--- src/rtl/logic_arbiter.sv ---
// logic_arbiter: round-robin share of a single 32-bit logic unit among NREQ requesters.
// Ports: clk/rst (sync, active-high); req_valid/req_a/req_b/req_sel in, req_ready out
//        (flattened per requester); rsp_valid/rsp_data/rsp_id/rsp_sel out with rsp_ready in;
//        issue_cnt counts accepted operations modulo 2^CNTW.

module logic_u (
   input  logic [31:0] a,
   input  logic [31:0] b,
   input  logic [2:0]  sel,
   output logic [31:0] y
);
   always_comb begin
      y = '0;
      unique case (sel)
         3'b000:  y = a & b;
         3'b100:  y = a | b;
         3'b010:  y = ~a & ~b;
         3'b110:  y = ~a | ~b;
         3'b001:  y = a ^ b;
         3'b101:  y = ~(a ^ b);
         3'b011:  y = ~a;
         3'b111:  y = ~a + 32'd1;
         default: y = '0;
      endcase
   end
endmodule

module logic_arbiter #(
   parameter int NREQ = 4,
   parameter int IDW  = 2,
   parameter int CNTW = 16
) (
   input  logic                 clk,
   input  logic                 rst,
   input  logic [NREQ-1:0]      req_valid,
   input  logic [32*NREQ-1:0]   req_a,
   input  logic [32*NREQ-1:0]   req_b,
   input  logic [3*NREQ-1:0]    req_sel,
   output logic [NREQ-1:0]      req_ready,
   output logic                 rsp_valid,
   input  logic                 rsp_ready,
   output logic [31:0]          rsp_data,
   output logic [IDW-1:0]       rsp_id,
   output logic [2:0]           rsp_sel,
   output logic [CNTW-1:0]      issue_cnt
);
   logic [IDW-1:0]  ptr;
   logic [IDW-1:0]  gid;
   logic [IDW-1:0]  nxt_ptr;
   logic [NREQ-1:0] upper;
   logic [NREQ-1:0] gnt_oh;
   logic            any_vld;
   logic            any_up;
   logic            can_issue;
   logic            accept;
   logic [31:0]     a_m;
   logic [31:0]     b_m;
   logic [2:0]      sel_m;
   logic [31:0]     y;

   assign can_issue = !rsp_valid || rsp_ready;
   assign any_vld   = |req_valid;
   // nothing is offered while reset is held, so no request is lost to it
   assign accept    = can_issue && any_vld && !rst;

   // requesters at or above ptr take precedence; if none, wrap to the bottom
   always_comb begin
      upper = '0;
      for (int i = 0; i < NREQ; i++) begin
         upper[i] = req_valid[i] && (IDW'(i) >= ptr);
      end
   end

   assign any_up = |upper;

   // descending scan so the lowest qualifying index is the last write
   always_comb begin
      gid = '0;
      for (int i = NREQ - 1; i >= 0; i--) begin
         if (any_up ? upper[i] : req_valid[i]) begin
            gid = IDW'(i);
         end
      end
   end

   always_comb begin
      gnt_oh = '0;
      for (int i = 0; i < NREQ; i++) begin
         gnt_oh[i] = any_vld && (IDW'(i) == gid);
      end
   end

   assign req_ready = gnt_oh & {NREQ{can_issue && !rst}};

   // one-hot AND-OR operand mux
   always_comb begin
      a_m   = '0;
      b_m   = '0;
      sel_m = '0;
      for (int i = 0; i < NREQ; i++) begin
         a_m   = a_m   | (req_a[32*i +: 32] & {32{gnt_oh[i]}});
         b_m   = b_m   | (req_b[32*i +: 32] & {32{gnt_oh[i]}});
         sel_m = sel_m | (req_sel[3*i +: 3] & {3{gnt_oh[i]}});
      end
   end

   logic_u u_logic (
      .a   (a_m),
      .b   (b_m),
      .sel (sel_m),
      .y   (y)
   );

   assign nxt_ptr = (gid == IDW'(NREQ - 1)) ? '0 : gid + 1'b1;

   always_ff @(posedge clk) begin
      if (rst) begin
         ptr       <= '0;
         rsp_valid <= 1'b0;
         rsp_data  <= '0;
         rsp_id    <= '0;
         rsp_sel   <= '0;
         issue_cnt <= '0;
      end else if (accept) begin
         ptr       <= nxt_ptr;
         rsp_valid <= 1'b1;
         rsp_data  <= y;
         rsp_id    <= gid;
         rsp_sel   <= sel_m;
         issue_cnt <= issue_cnt + CNTW'(1);
      end else if (rsp_ready) begin
         rsp_valid <= 1'b0;
      end
   end
endmodule
--- config.mk ---
export PLATFORM = sky130hd
export DESIGN_NAME = logic_arbiter
export DESIGN_NICKNAME = d
export VERILOG_FILES = /design/src/rtl/logic_arbiter.sv
export SDC_FILE = /design/constraint.sdc
export NUM_CORES = 1
export LEC_CHECK = 0
export ABC_AREA = 0
export BUFFER_PORTS_ARGS = -buffer_cell sky130_fd_sc_hd__buf_2
export CAP_MARGIN = 5
export CORE_MARGIN = 5
export CORE_UTILIZATION = 42
export CTS_CLUSTER_DIAMETER = 30
export DETAILED_ROUTE_END_ITERATION = 12
export PLACE_DENSITY_LB_ADDON = 0.15
export SYNTH_ARGS = -nofsm -noshare
export SYNTH_HDL_FRONTEND = slang
export SYNTH_SLANG_ARGS = --single-unit
--- constraint.sdc ---
create_clock -name clk -period 5.9 [get_ports clk]
set_input_delay 0.885 -clock clk [delete_from_list [all_inputs] [get_ports clk]]
set_output_delay 0.885 -clock clk [all_outputs]
set_load 0.01 [all_outputs]
# --- Yosys cells after proc, flatten, opt, wreduce, memory -nomap -nowiden ---
# Cells that the tools add are included.
classes:
  n_eq_ne: 11
  magnitude_cmp: 4
  n_mux: 12
  bitwise: 30
  reduce_logical: 19
  addsub: 3
op_table:
  columns: ["op", "n"]
  rows:
  - ["32-bit bitwise AND", 10]
  - ["32-bit bitwise OR", 8]
  - ["32-bit one-hot mux with 8 select lines", 1]
  - ["32-bit NOT", 3]
  - ["32-bit by 1-bit adder with 32-bit output, second input constant", 1]
  - ["32-bit bitwise XOR", 1]
  - ["16-bit by 1-bit adder with 16-bit output, second input constant", 1]
  - ["3-bit bitwise AND", 4]
  - ["3-bit == test, second input constant", 4]
  - ["1-bit logical AND", 11]
  - ["2-bit two-way mux", 5]
  - ["3-bit bitwise OR", 3]
  - ["4-bit OR reduction", 2]
  - ["3-bit by 2-bit == test with 1-bit output, second input constant", 2]
  - ["1-bit two-way mux", 6]
  - ["4-bit bitwise AND", 1]
  - ["2-bit == test, first input constant", 2]
  - ["1-bit by 2-bit >= comparator with 1-bit output, first input constant", 2]
  - ["2-bit >= comparator, first input constant", 2]
  - ["3-bit by 1-bit == test with 1-bit output, second input constant", 1]
  - ["3-bit zero test", 1]
  - ["2-bit by 1-bit adder with 2-bit output, second input constant", 1]
  - ["1-bit by 2-bit == test with 1-bit output, first input constant", 1]
  - ["2-bit == test, second input constant", 1]
  - ["other kinds (4)", 5]
totals:
  ff_bits: 56
  inputBits: 275
  wordCells: 85
  output_inout_bits: 58

# --- Longest topological paths before layout ---
# Gate-level depths: netlist of the first run.
depth:
  word_depth: 17
  ltp_mapped: 20
  mapped_depth_nobuf: 16

# --- By module ---
# Synthesis of the first run repeated with hierarchy kept, for this count alone.
unflattened:
  hier_cells: 1023
  hier_area_um2: 7138.1
by_module_without_submodules:
  columns: ["mod", "cells_each", "instances", "seq_area_each_um2", "area_per_inst_um2"]
  rows:
  - ["logic_arbiter", 514, 1, 1121.1, 3702.3]
  - ["logic_u", 509, 1, 0.0, 3435.8]

# --- Worst setup path before layout of the first run ---
# Ideal clock, no wire load.
synth_path:
  kind: "in2reg"
  start: "input req_valid[2]"
  end: "register rsp_data[9]"
  setup_ns: 0.125
  required_time_ns: 5.775
  arrival_ns: 4.274
  slack_ns: 1.502
  cell_stages: 18
  n_path_buf: 4
  cell_sequence: "clkbuf_1 > mux2i_1 > nor2_1 > nor3_1 > ha_1 > clkbuf_1 > o41a_1 > clkbuf_1 > clkbuf_1 > a22oi_1 > nand2_1 > inv_1 > ha_1 > mux2_2 > o221ai_1 > o21ai_0 > a211oi_1 > o21ai_0"
synth_via:
  elab_chain_len: 16
  elab_cells_between_ends: 60
  cone_classes: "add/sub (1); eq/ne (10); mux (9); bitwise (29); reduce/logical (11)"
synth_rtl:
  columns: ["element", "line_no", "rtl"]
  rows:
  - ["start, declared", "35", "input logic [NREQ-1:0] req_valid,"]
  - ["1-bit logical AND", "70", "upper[i] = req_valid[i] && (IDW'(i) >= ptr);"]
  - ["4-bit OR reduction", "74", "assign any_up = |upper;"]
  - ["1-bit two-way mux", "80", "if (any_up ? upper[i] : req_valid[i]) begin"]
  - ["2-bit two-way mux (3 in series)", "80", null]
  - ["2-bit two-way mux (*)", "80", null]
  - ["via gid[0]", "48", "logic [IDW-1:0] gid;"]
  - ["1-bit by 2-bit == test with 1-bit output / 2-bit zero test (equally long branches)", "89", "gnt_oh[i] = any_vld && (IDW'(i) == gid);"]
  - ["1-bit logical AND", "89", null]
  - ["32-bit bitwise AND (on tied branches)", "101, 102", null]
  - ["32-bit bitwise OR (on tied branches) (3 in series)", "101, 102", null]
  - ["32-bit NOT (tied with other cells)", null, null]
  - ["32-bit by 1-bit adder with 32-bit output (tied with other cells)", "22", "3'b111: y = ~a + 32'd1;"]
  - ["32-bit one-hot mux with 8 select lines (*)", "14", "unique case (sel)"]
  - ["end signal, assigned", "127", "rsp_data <= y;"]
  - ["end, declared", "42", "output logic [31:0] rsp_data,"]
# Mark *: on every way through the listed nets, which the timed path passes. The rest lies on a longest branch.
# A chain may end at the register's enable or synchronous reset.

# --- Final worst setup path of the first run ---
layout_path:
  start: "input req_valid[2]"
  end: "register rsp_data[16]"
# The elaborated chain is that of the path after synthesis.

==> impl_results.md, run 1 <==
* Syn_area_per_cell at ~7.2 um^2
* Fin nets at 1643
* Cts repair resizes at 0
* IO Pins at about 330
* Sw Ratio at 52.03%
* Root Driver: clkbuf_16
* Filler instances at 1770
* Min-delay src: rsp_data[10]
* DPL Wire Length at 26.18 mm
* Synth cell types at 65
* Status: complete, no violations
* Post-synth top cells: a22oi_1 (133), nand2_1 (91), nor2_1 (76)
* Gpl congestion at 0.9729
* Max Clock Freq at ~210 MHz
* P_int at 0.001470 W
* # hold bufs at CTS at 0
* Yosys Warn Count at 0
* Count leader, synth: a22oi_1
* Starting DRT DRC Count at 878
* Setup WS post-layout at 1061 ps
* CTS tree: yes
* Chip width at roughly 140 um
* Final Setup Violations at 0
* Fin cells at 1526
* Vias in the first global route at 8634
* Max Cap Viol at 0
* Number of synthesized register bits at 56
* Clock power share at about a tenth
* First-pass GRT wire length at roughly 50 mm
* Setup TNS at 0 ps
* Top-area cell type share of the netlist area at 15.40%
* Largest net degree at the start of global routing at 38
* Final period util at around 82%
* Synth async-reset ratio at 0%
* IO buf count at 332
* Clock sinks at 56
* Worst Setup SP: req_valid[2]
* Vias/cell at 6.135
* Largest area contributor in the netlist: dfxtp_1
* Sequential fraction of the synthesis area at 15.40%
* Post-CTS Setup Inserts at 0
* WL/cell at 21.64 um
* Total GRT Usage at 30.88%
* Crit path max fanout at 17
* Critical Path Start Type: input pin
* Post-place setup slack at a little over 800 ps
* Post-synthesis instance total at 1008
* Max layer used: met4
* Max-slew headroom at 22.65%
* Leak at 4.327 nW
* Count of pins over their slew limit at 0
* Worst Path Arrival at 5010 ps
* Post-route ant nets at 0
* Routed vias at 9362
* Met3 wire length at 3.652 mm
* Worst VDD drop at approximately 0.16 mV
* Clock Tree Buf Depth at 2
* Clock skew at 10.11 ps
* Min cycle time layout at about 4800 ps
* Clk slew on worst S/H paths at around 90 ps
* Worst-Margin Slew at roughly 1100 ps
* Layout cells sized above 1 at 31.25%
* Pwr Density at 329.9 nW/um^2
* Combinational power share at between 70% and 80%
* Wirelength, routed at 33.03 mm
* Sw power at 0.001594 W
* Starting density of the core at 42.37%
* Synth area leaders: dfxtp_1 (15%), a22oi_1 (14%), ha_1 (12%)
* Drt drc at 0
* Critical Path RT at between 6000 and 7000 ps
* H-tree levels at 2
* Reg power frac at 17.3%
* Hold Crit Class: register to register
* Post-synth EDFFs at 0
* Inst Count DP at roughly 1500
* WL met1 at 13.48 mm
* Critical path type: input pin to register
* Initial antenna violation count at 2
* Top FF cell, synth: dfxtp_1
* Area growth, synth to finish at 27.64%
* WL met2 at 14.95 mm
* TritonRoute pass-1 iters at 5
* CP endpoint kind: register
* CTS Buf Count at 5
* Reg-to-Reg Start: ptr[1]
* Die area at 20060 um^2
* RSZ-0062 raised after global routing: false
* Core area at 17180 um^2
* Cell area after synthesis at 7278 um^2
* Site row count at between 40 and 50
* Final Hold Fails at 0
* Synthesized net count at 1353
* GRT Residual Overflow at 0
* Clk_lat worst skew at around 310 ps
* Die Span Y at 141.6 um
cells in the final DEF, fill, tap and decap left out, drive strengths merged, types with 4 or more instances in the layout:
| cell type | n |
|---|---|
| and2 | 6 |
| a221o | 4 |
| o22ai | 18 |
| clkbuf | 5 |
| a31oi | 7 |
| inv | 72 |
| o221ai | 18 |
| a211oi | 32 |
| a221oi | 18 |
| nand3 | 28 |
| dfxtp | 56 |
| or4 | 4 |
| a22o | 10 |
| o21ai | 70 |
| nand4 | 5 |
| o41a | 5 |
| o21a | 4 |
| nor2 | 76 |
| nand2b | 4 |
| buf | 362 |
| mux2i | 10 |
| nand2 | 93 |
| o22a | 4 |
| a22oi | 133 |
| xor2 | 9 |
| a21oi | 55 |
| ha | 70 |
| and3 | 4 |
| nor3 | 13 |
| o211ai | 6 |
| a21o | 7 |
| nor4 | 15 |
| or3 | 11 |
| or2 | 6 |
| xnor2 | 25 |
| o31ai | 5 |
power by group through the flow:
stage	sequential, W	combinational (W)	clock, W
floorplan	0.000563	0.00142	0
global placement	0.000539	0.00213	0
detailed placement	0.000540	0.00215	0
CTS	0.000531	0.00216	0.000328
global route	0.000540	0.00240	0.000342
finish	0.000532	0.00221	0.000325
routing by layer:
metal  vias to the layer above  track usage, %
met4                         0           9.646
li1                       4394               -
met1                      4325           41.69
met5                         -               0
met3                        52           5.561
met2                       591           50.07
kinds of logic (layout without fill, tap and decap cells):
group / after synthesis / count (layout) / share of synthesized area (%)
DFF: 56 / 56 / 15.40
muxes: 11 / 11 / 1.530
buffers and inverters: 151 / 442 / 8.269
and+or+nand+nor: 270 / 270 / 18.38
other: 0 / 2 / 0
adders and majority gates: 70 / 70 / 12.03
AOI/OAI and AO/OA: 416 / 416 / 40.30
xor gates and xnor gates: 34 / 34 / 4.092
flip-flops by register name (all words and copies together) (netlist names):
register,flops
rsp_data,32
issue_cnt,16
rsp_sel,3
ptr,2
rsp_id,2
rsp_valid,1
stage by stage:
stage	hold slack, ps	utilization [%]	instance area (um^2)	total power [W]
global route	496.4	54.09	9290	0.003283
finish	454.9	54.09	9290	0.003065
global placement	436.0	53.21	9139	0.002670
detailed placement	442.3	53.21	9139	0.002690
floorplan	480.5	-	7278	0.001982
CTS	461.2	54.06	9285	0.003021
path summary, 6_finish.rpt:
kind                                      to  slack (ps)  cells past startpoint
worst max-delay path            rsp_data[16]        1060                     14
worst min-delay path            rsp_data[10]         450                      2
worst max register to register  rsp_data[16]        1300                     13
worst min register to register  rsp_data[10]         450                      2
cell type report:
type | instances | area [um^2] | share of cell area (%)
multi-input combinational | 801 | 5579 | 60.05
sequential | 56 | 1121 | 12.07
timing repair buffer | 362 | 1887 | 20.31
tap | 225 | 281.5 | 3.030
clock buffer | 5 | 125.1 | 1.347
clock inverter | 3 | 21.27 | 0.2290
inverter | 72 | 270.3 | 2.909
antenna | 2 | 5.005 | 0.05387
critical path, cell delays in order:
cell,delay [ps]
buf_2,160
mux2i_1,140
nor2_1,50
nor3_1,390
inv_1,150
ha_1,440
buf_4,300
a22o_1,190
a221oi_1,500
a41oi_1,530
nor4_1,610
xnor2_1,120
a221oi_1,410
a211oi_1,130
No activity file was read; power rests on OpenSTA's default activity.
==> run 2, diff against run 1 <==
ABC_AREA = 1   (was 0)
clock period = 4.8 ns   (was 5.9 ns; I/O delays follow)
==> run 2 against run 1 <==
Effect of this change: worst setup slack worse by 270 ps; power is 3.1% lower; register-to-register slack lost 390 ps; die area increased by 18%; worst hold slack worse by 1.2 ps; first-iteration DRC count down 9.2%; combinational power fell by 9%; sequential power is 4.7% higher; cell area up 14%; non-clock buffer count is 8 lower; routed wire length increased by 7.4%; highest routed layer unchanged.
==> impl_results.md, run 2 <==
* Status: complete, no violations
* Synth area leaders: nand2_1 (15%), nand3_1 (14%), dfxtp_1 (13%)
* Clk slew on worst S/H paths at about 80 ps
* Post-CTS Setup Inserts at 0
* Placed cell areas at 10420 um^2
* Min cycle time layout at roughly 4000 ps
* Clock sinks at 56
* CP endpoint kind: register
* CTS Buf Count at 5
* Site row count at 52
* Count leader, synth: nand2_1
* Starting DRT DRC Count at 797
* Commonest non-fill, non-tap cell in the layout: nand2_1
* Critical R2R Capture: rsp_data[26]
* Commonest non-fill, non-tap cells in the layout: nand2_1 (343), buf_2 (332), nand3_1 (239)
* Most flops, register: rsp_data
* Largest area contributor in the netlist: nand2_1
* # hold bufs at CTS at 0
* IO Pins at 333
* Count of pins over their slew limit at 0
* Crit path max fanout at 30
* Max Cap Viol at 0
* Top FF cell, synth: dfxtp_1
* Die area at 23690 um^2
* WL/cell at 17.29 um
* Clk_lat worst skew at 310 ps
* Setup TNS at 0 ps
* IO buf count at 332
* Synth cell types at 40
* Syn_area_per_cell at 5.767 um^2
* Register area at 1121 um^2
* GRT Max-Usage Layer: met2
* Routed vias at 11070
* Setup slack, reg-to-reg at 910 ps
* Max Clock Freq at around 250 MHz
* Worst VDD drop at 0.1430 mV
* Max-slew headroom at about 48%
* Post-route ant nets at 0
* Starting density of the core at 42.84%
* Post-place setup slack at 515.0 ps
* Cell area after layout at 10560 um^2
* Top flop regs: rsp_data x32, issue_cnt x16, rsp_sel x3
* Worst-Margin Slew at 771.5 ps
* Hold Path Stages at 1
* Pwr Density at 281.3 nW/um^2
* Drt drc at 0
* R2R depth at 24
* Total GRT Usage at approximately 29%
* Synthesized net count at 1853
* Met1 Usage GRT at a little over a third
* Final Hold Fails at 0
* CTS tree: yes
* Inst Count DP at 2043
* Wirelength, routed at 35.47 mm
* Multi-input logic area at roughly 6400 um^2
* Clock Tree Buf Depth at 2
* H-tree levels at 2
* M3 GR Usage at ~3.2%
* Final period util at 83.44%
* Final Setup Violations at 0
* TritonRoute pass-1 iters at 6
* Critical path type: input pin to register
* Number of synthesized register bits at 56
* Post-synth top cells: nand2_1 (344), nand3_1 (239), inv_1 (176)
* Root Driver: clkbuf_16
* Reg-to-Reg Start: ptr[1]
* Worst Path Arrival at 4240 ps
* Chip width at approximately 150 um
* Diodes inserted at 0
* Post-synthesis instance total at 1508
* Vias/cell at 5.399
* Sequential fraction of the synthesis area at about an eighth
* Hold Path End: issue_cnt[15]
* Gpl congestion at about 0.92
* Fin cells at 2051
* Yosys Warn Count at 0
* Layout cells sized above 1 at 24.99%
* Clock skew at 10.06 ps
* Area growth, synth to finish at 21.42%
* Post-synth EDFFs at 0
* Largest net degree at the start of global routing at between 60 and 70
* Hold Crit Class: register to register
* Synth async-reset ratio at 0%
* RSZ-0062 raised after global routing: false
* Vias in the first global route at 10490
* Min-delay src: issue_cnt[15]
* GRT Residual Overflow at 0
* DPL Wire Length at 27.32 mm
* Filler instances at 2220
* Critical Path Start Type: input pin
* Met2 track demand over resource at 51.79%
* Initial antenna violation count at 0
* Fin nets at between 2000 and 2500
* First-pass GRT wire length at 55.57 mm
* Cts repair resizes at 0
* Core area at 20300 um^2
* Leak at around 5.7 nW
* Max reg flops at 32
* Cell area after synthesis at approximately 8700 um^2
* Top-area cell type share of the netlist area at 14.85%
* Setup WS post-layout at between 700 and 800 ps
* Critical Path RT at between 5000 and 6000 ps
* Die Span Y at 153.9 um
-- run 2: layout make-up --
type / count / share of cell area [%]
Multi-Input combinational cell: 1180 / 60.77
Timing Repair Buffer: 354 / 17.54
Sequential cell: 56 / 10.62
Inverter: 183 / 6.505
Tap cell: 270 / 3.199
Clock buffer: 6 / 1.220
Clock inverter: 2 / 0.1540
-- run 2: worst max-delay path by stage --
stage / endpoint / slack (ps) / cells past startpoint / startpoint
6_report: rsp_data[26] / 790 / 23 / req_valid[2]
5_1_grt: rsp_data[26] / 450 / 23 / req_valid[2]
4_1_cts: rsp_data[27] / 810 / 23 / req_valid[2]
3_5_place_dp: rsp_data[26] / 510 / 22 / req_valid[2]
3_3_place_gp: rsp_data[26] / 670 / 22 / req_valid[2]
2_1_floorplan: rsp_data[30] / 1340 / 21 / req_valid[2]
-- run 2: power breakdown --
group	switching [W]	total (W)	internal (W)
Combinational	0.00132	0.00202	0.000704
Clock	0.000197	0.000393	0.000196
Sequential	0.0000372	0.000557	0.000520
Total	0.00155	0.00297	0.00142
-- run 2: worst max-delay path, stage by stage --
cell	delay, ps
buf_2	100
a21boi_0	240
a211oi_1	100
o21ai_0	200
o21ai_0	110
nand2_1	130
inv_1	90
ha_1	230
buf_4	260
nand3_1	130
nand4_1	260
inv_1	200
ha_1	210
nand2_1	100
nor2_2	210
nand2_2	190
nor2_1	250
nand2_1	90
nand2_1	60
nand3_1	80
nand2_1	100
nand2_1	60
a21oi_1	110
-- run 2: metal layers --
metal / part of all wire [%] / routed length (um)
met5: 0 / 0
met4: 3.2 / 1119
met3: 5.5 / 1961
met2: 50 / 17870
met1: 41 / 14520
-- run 2: per-stage QoR --
stage                     hold WS, ps  power [W]  utilization, %
after global placement          430.9   0.002537           51.31
after global routing            472.1   0.003251           52.02
final                           453.7   0.002970           52.02
after CTS                       455.5   0.002963           52.02
after floorplan                 472.5   0.001972               -
after detailed placement        442.1   0.002564           51.31
-- run 2: logic make-up after synthesis --
kind of cell | after synthesis | share of synthesized area, %
compound gates | 200 | 13.97
xor+xnor | 2 | 0.2014
fa+ha+maj | 70 | 10.07
buf+inv | 272 | 13.55
flops | 56 | 12.89
mux | 3 | 0.3453
simple gates | 905 | 48.97
==> run 3, diff against run 2 <==
ABC_AREA = 0   (was 1)
clock period = 3.75 ns   (was 4.8 ns; I/O delays follow)
==> run 3 against run 2 <==
Effect of this change: non-clock buffer count up 186; critical path type is now register to register; count of clock-buffer cells in the layout down 1; worst hold slack better by 5.6 ps; highest routed layer unchanged; power up 90%; cell area up 3.2%; sequential power up 51%; global-route usage up 4.3 points.
==> impl_results.md, run 3 (synthesis results as in run 1) <==
* Hold Path Stages at 2
* Core area at 17180 um^2
* Commonest non-fill, non-tap cell in the layout: buf_2
* Crit path largest cell delay at 590 ps
* Crit path depth at 13
* Vias/cell at just under 6
* Starting density of the core at 42.37%
* Final period util at 96.59%
* IO buf count at approximately 330
* Layout cells sized above 1 at 41.03%
* Crit path max fanout at 12
* RSZ-0062 raised after global routing: true
* Met3 wire length at between 3 and 4 mm
* Setup slack, reg-to-reg at around 130 ps
* Count of pins over their slew limit at 0
* WL met1 at 14.37 mm
* Clock skew at 6.492 ps
* Setup TNS at 0 ps
* Site row count at 48
* Critical Path Start Type: register
* Min cycle time layout at 3622 ps
* Post-route ant nets at 0
* Most flops, register: rsp_data
* Critical-path cell list: mux2i_1, nor2_1, nor3_2, inv_2, ha_4, buf_4, a22oi_1, a21oi_2, or4_4, or3_4, nor4_4, xnor2_1, a221o_1
* Max-slew headroom at 53.64%
* Worst Path Arrival at roughly 3800 ps
* Placed cell areas at 10590 um^2
* Worst Hold Slack at 459.3 ps
* Critical path type: register to register
* Pwr Density at around 520 nW/um^2
* Max Clock Freq at approximately 280 MHz
* Die area at roughly 20000 um^2
* Max Cap Viol at 0
* TritonRoute pass-1 iters at 5
* Critical Path RT at 3960 ps
* CP endpoint kind: register
* Gpl congestion at about 0.96
* Worst-Margin Slew at ~700 ps
* Clock Tree Buf Depth at 2
* Final Hold Fails at 0
* H-tree levels at 2
* Status: complete, no violations
* Clock sinks at 56
* Multi-input logic area at 5719 um^2
* Cell area after layout at about 11000 um^2
* Core Util, Final at a little under two thirds
* Root Driver: clkbuf_16
* Slowest stage cell on the critical path: or4_4
* Worst VDD drop at about 0.22 mV
* Overall Power at 0.005632 W
* Reg-to-Reg Start: ptr[1]
* Min-delay src: rsp_data[29]
* Final Setup Violations at 0
* Clk_lat worst skew at 310 ps
* Wirelength, routed at 34.97 mm
* Fin nets at 1821
* Top flop regs: rsp_data x32, issue_cnt x16, rsp_sel x3
* IO Pins at 333
* Initial antenna violation count at 3
* Filler instances at 1644
* Register area at 1125 um^2
* DPL Wire Length at around 29 mm
* CTS tree: yes
* Vias in the first global route at around 9600
* Max reg flops at 32
* Buf+Inv Stages, Crit Path at 2
* Clk slew on worst S/H paths at 80 ps
* CTS Buf Count at 5
* Area growth, synth to finish at 49.66%
* CP delay by family, top: simple AND/OR/NAND/NOR gates
* Hold Crit Class: register to register
* Commonest non-fill, non-tap cells in the layout: buf_2 (332), buf_4 (198), a22oi_1 (128)
* WL/cell at 20.51 um
* Max layer used: met4
* GRT Residual Overflow at 0
* Routed vias at approximately 10000
* Drt drc at 0
* Leak at around 5.3 nW
* Starting DRT DRC Count at 949
* WL met2 at 15.58 mm
* Hold Path End: rsp_data[29]
* Chip width at 141.6 um
* Critical R2R Capture: rsp_data[30]
* Total GRT Usage at 33.07%
* First-pass GRT wire length at around 52 mm
* Die Span Y at 141.6 um
* Largest net degree at the start of global routing at 36
* R2R depth at 13
-- run 3: changes by cell type in the layout (fill, tap and decap cells not counted), moves of 18 or more --
cell      before  now
a22o_1        46   10
o221ai_1       0   18
buf_4         20  198
nand4_1       63    5
nor2_1       170   75
nor2_2        22    1
inv_1        176   68
a22oi_1        0  128
a211oi_1       2   32
nor2_4        30    0
nand3_1      239   26
nand2_1      343   91
a21oi_1       69   46
xnor2_1        1   24
-- run 3: area by class of cell --
cell class | count | share of cell area (%)
clock inverters | 3 | 0.2297
clock buffers | 5 | 1.149
repair buffers | 540 | 30.66
well taps | 225 | 2.584
inverters | 72 | 2.481
diodes | 3 | 0.06892
flip-flops and latches | 56 | 10.33
multi-input cells | 801 | 52.50
-- run 3: per-stage QoR --
step	setup slack, ps	cells
2_1_floorplan	2.180	1008
3_3_place_gp	-230.7	1691
3_5_place_dp	-263.1	1691
4_1_cts	9.631	1699
5_1_grt	-40.09	1705
6_report	127.8	1705
-- run 3: tightest hold or removal path, cell delays in order (launching register included) --
cell	delay, ps
dfxtp_1	330
nand2_1	40
o21ai_0	60
-- run 3: what timing repair did --
| item | CTS | global route |
|---|---|---|
| setup endpoints to repair | 6 | 20 |
| buffers inserted | 0 | 3 |
| hold buffers | 0 | 0 |
| cloned | 0 | 0 |
| pin swaps | 0 | 4 |
| gates resized for setup | 3 | 19 |
-- run 3: layer usage --
metal / vias to the layer above / global-route usage [%]
met2: 618 / 53.00
li1: 4771 / -
met4: 0 / 11.97
met5: - / 0
met1: 4604 / 45.30
met3: 75 / 4.685
-- run 3: where the power goes --
part	leakage, nW	internal [W]	switching [W]
registers	0.463	0.000739	0.000102
logic	4.73	0.00194	0.00234
clock network	0.0708	0.000254	0.000260
total	5.26	0.00293	0.00270
-- run 3: how the worst max path moves through the flow --
stage	startpoint	to	slack, ps
2_1_floorplan	req_valid[0]	rsp_data[26]	2
3_3_place_gp	req_valid[0]	rsp_data[14]	-230
3_5_place_dp	req_valid[0]	rsp_data[30]	-260
4_1_cts	ptr[1]	rsp_data[26]	10
5_1_grt	req_valid[0]	rsp_data[11]	-40
6_report	ptr[1]	rsp_data[30]	130
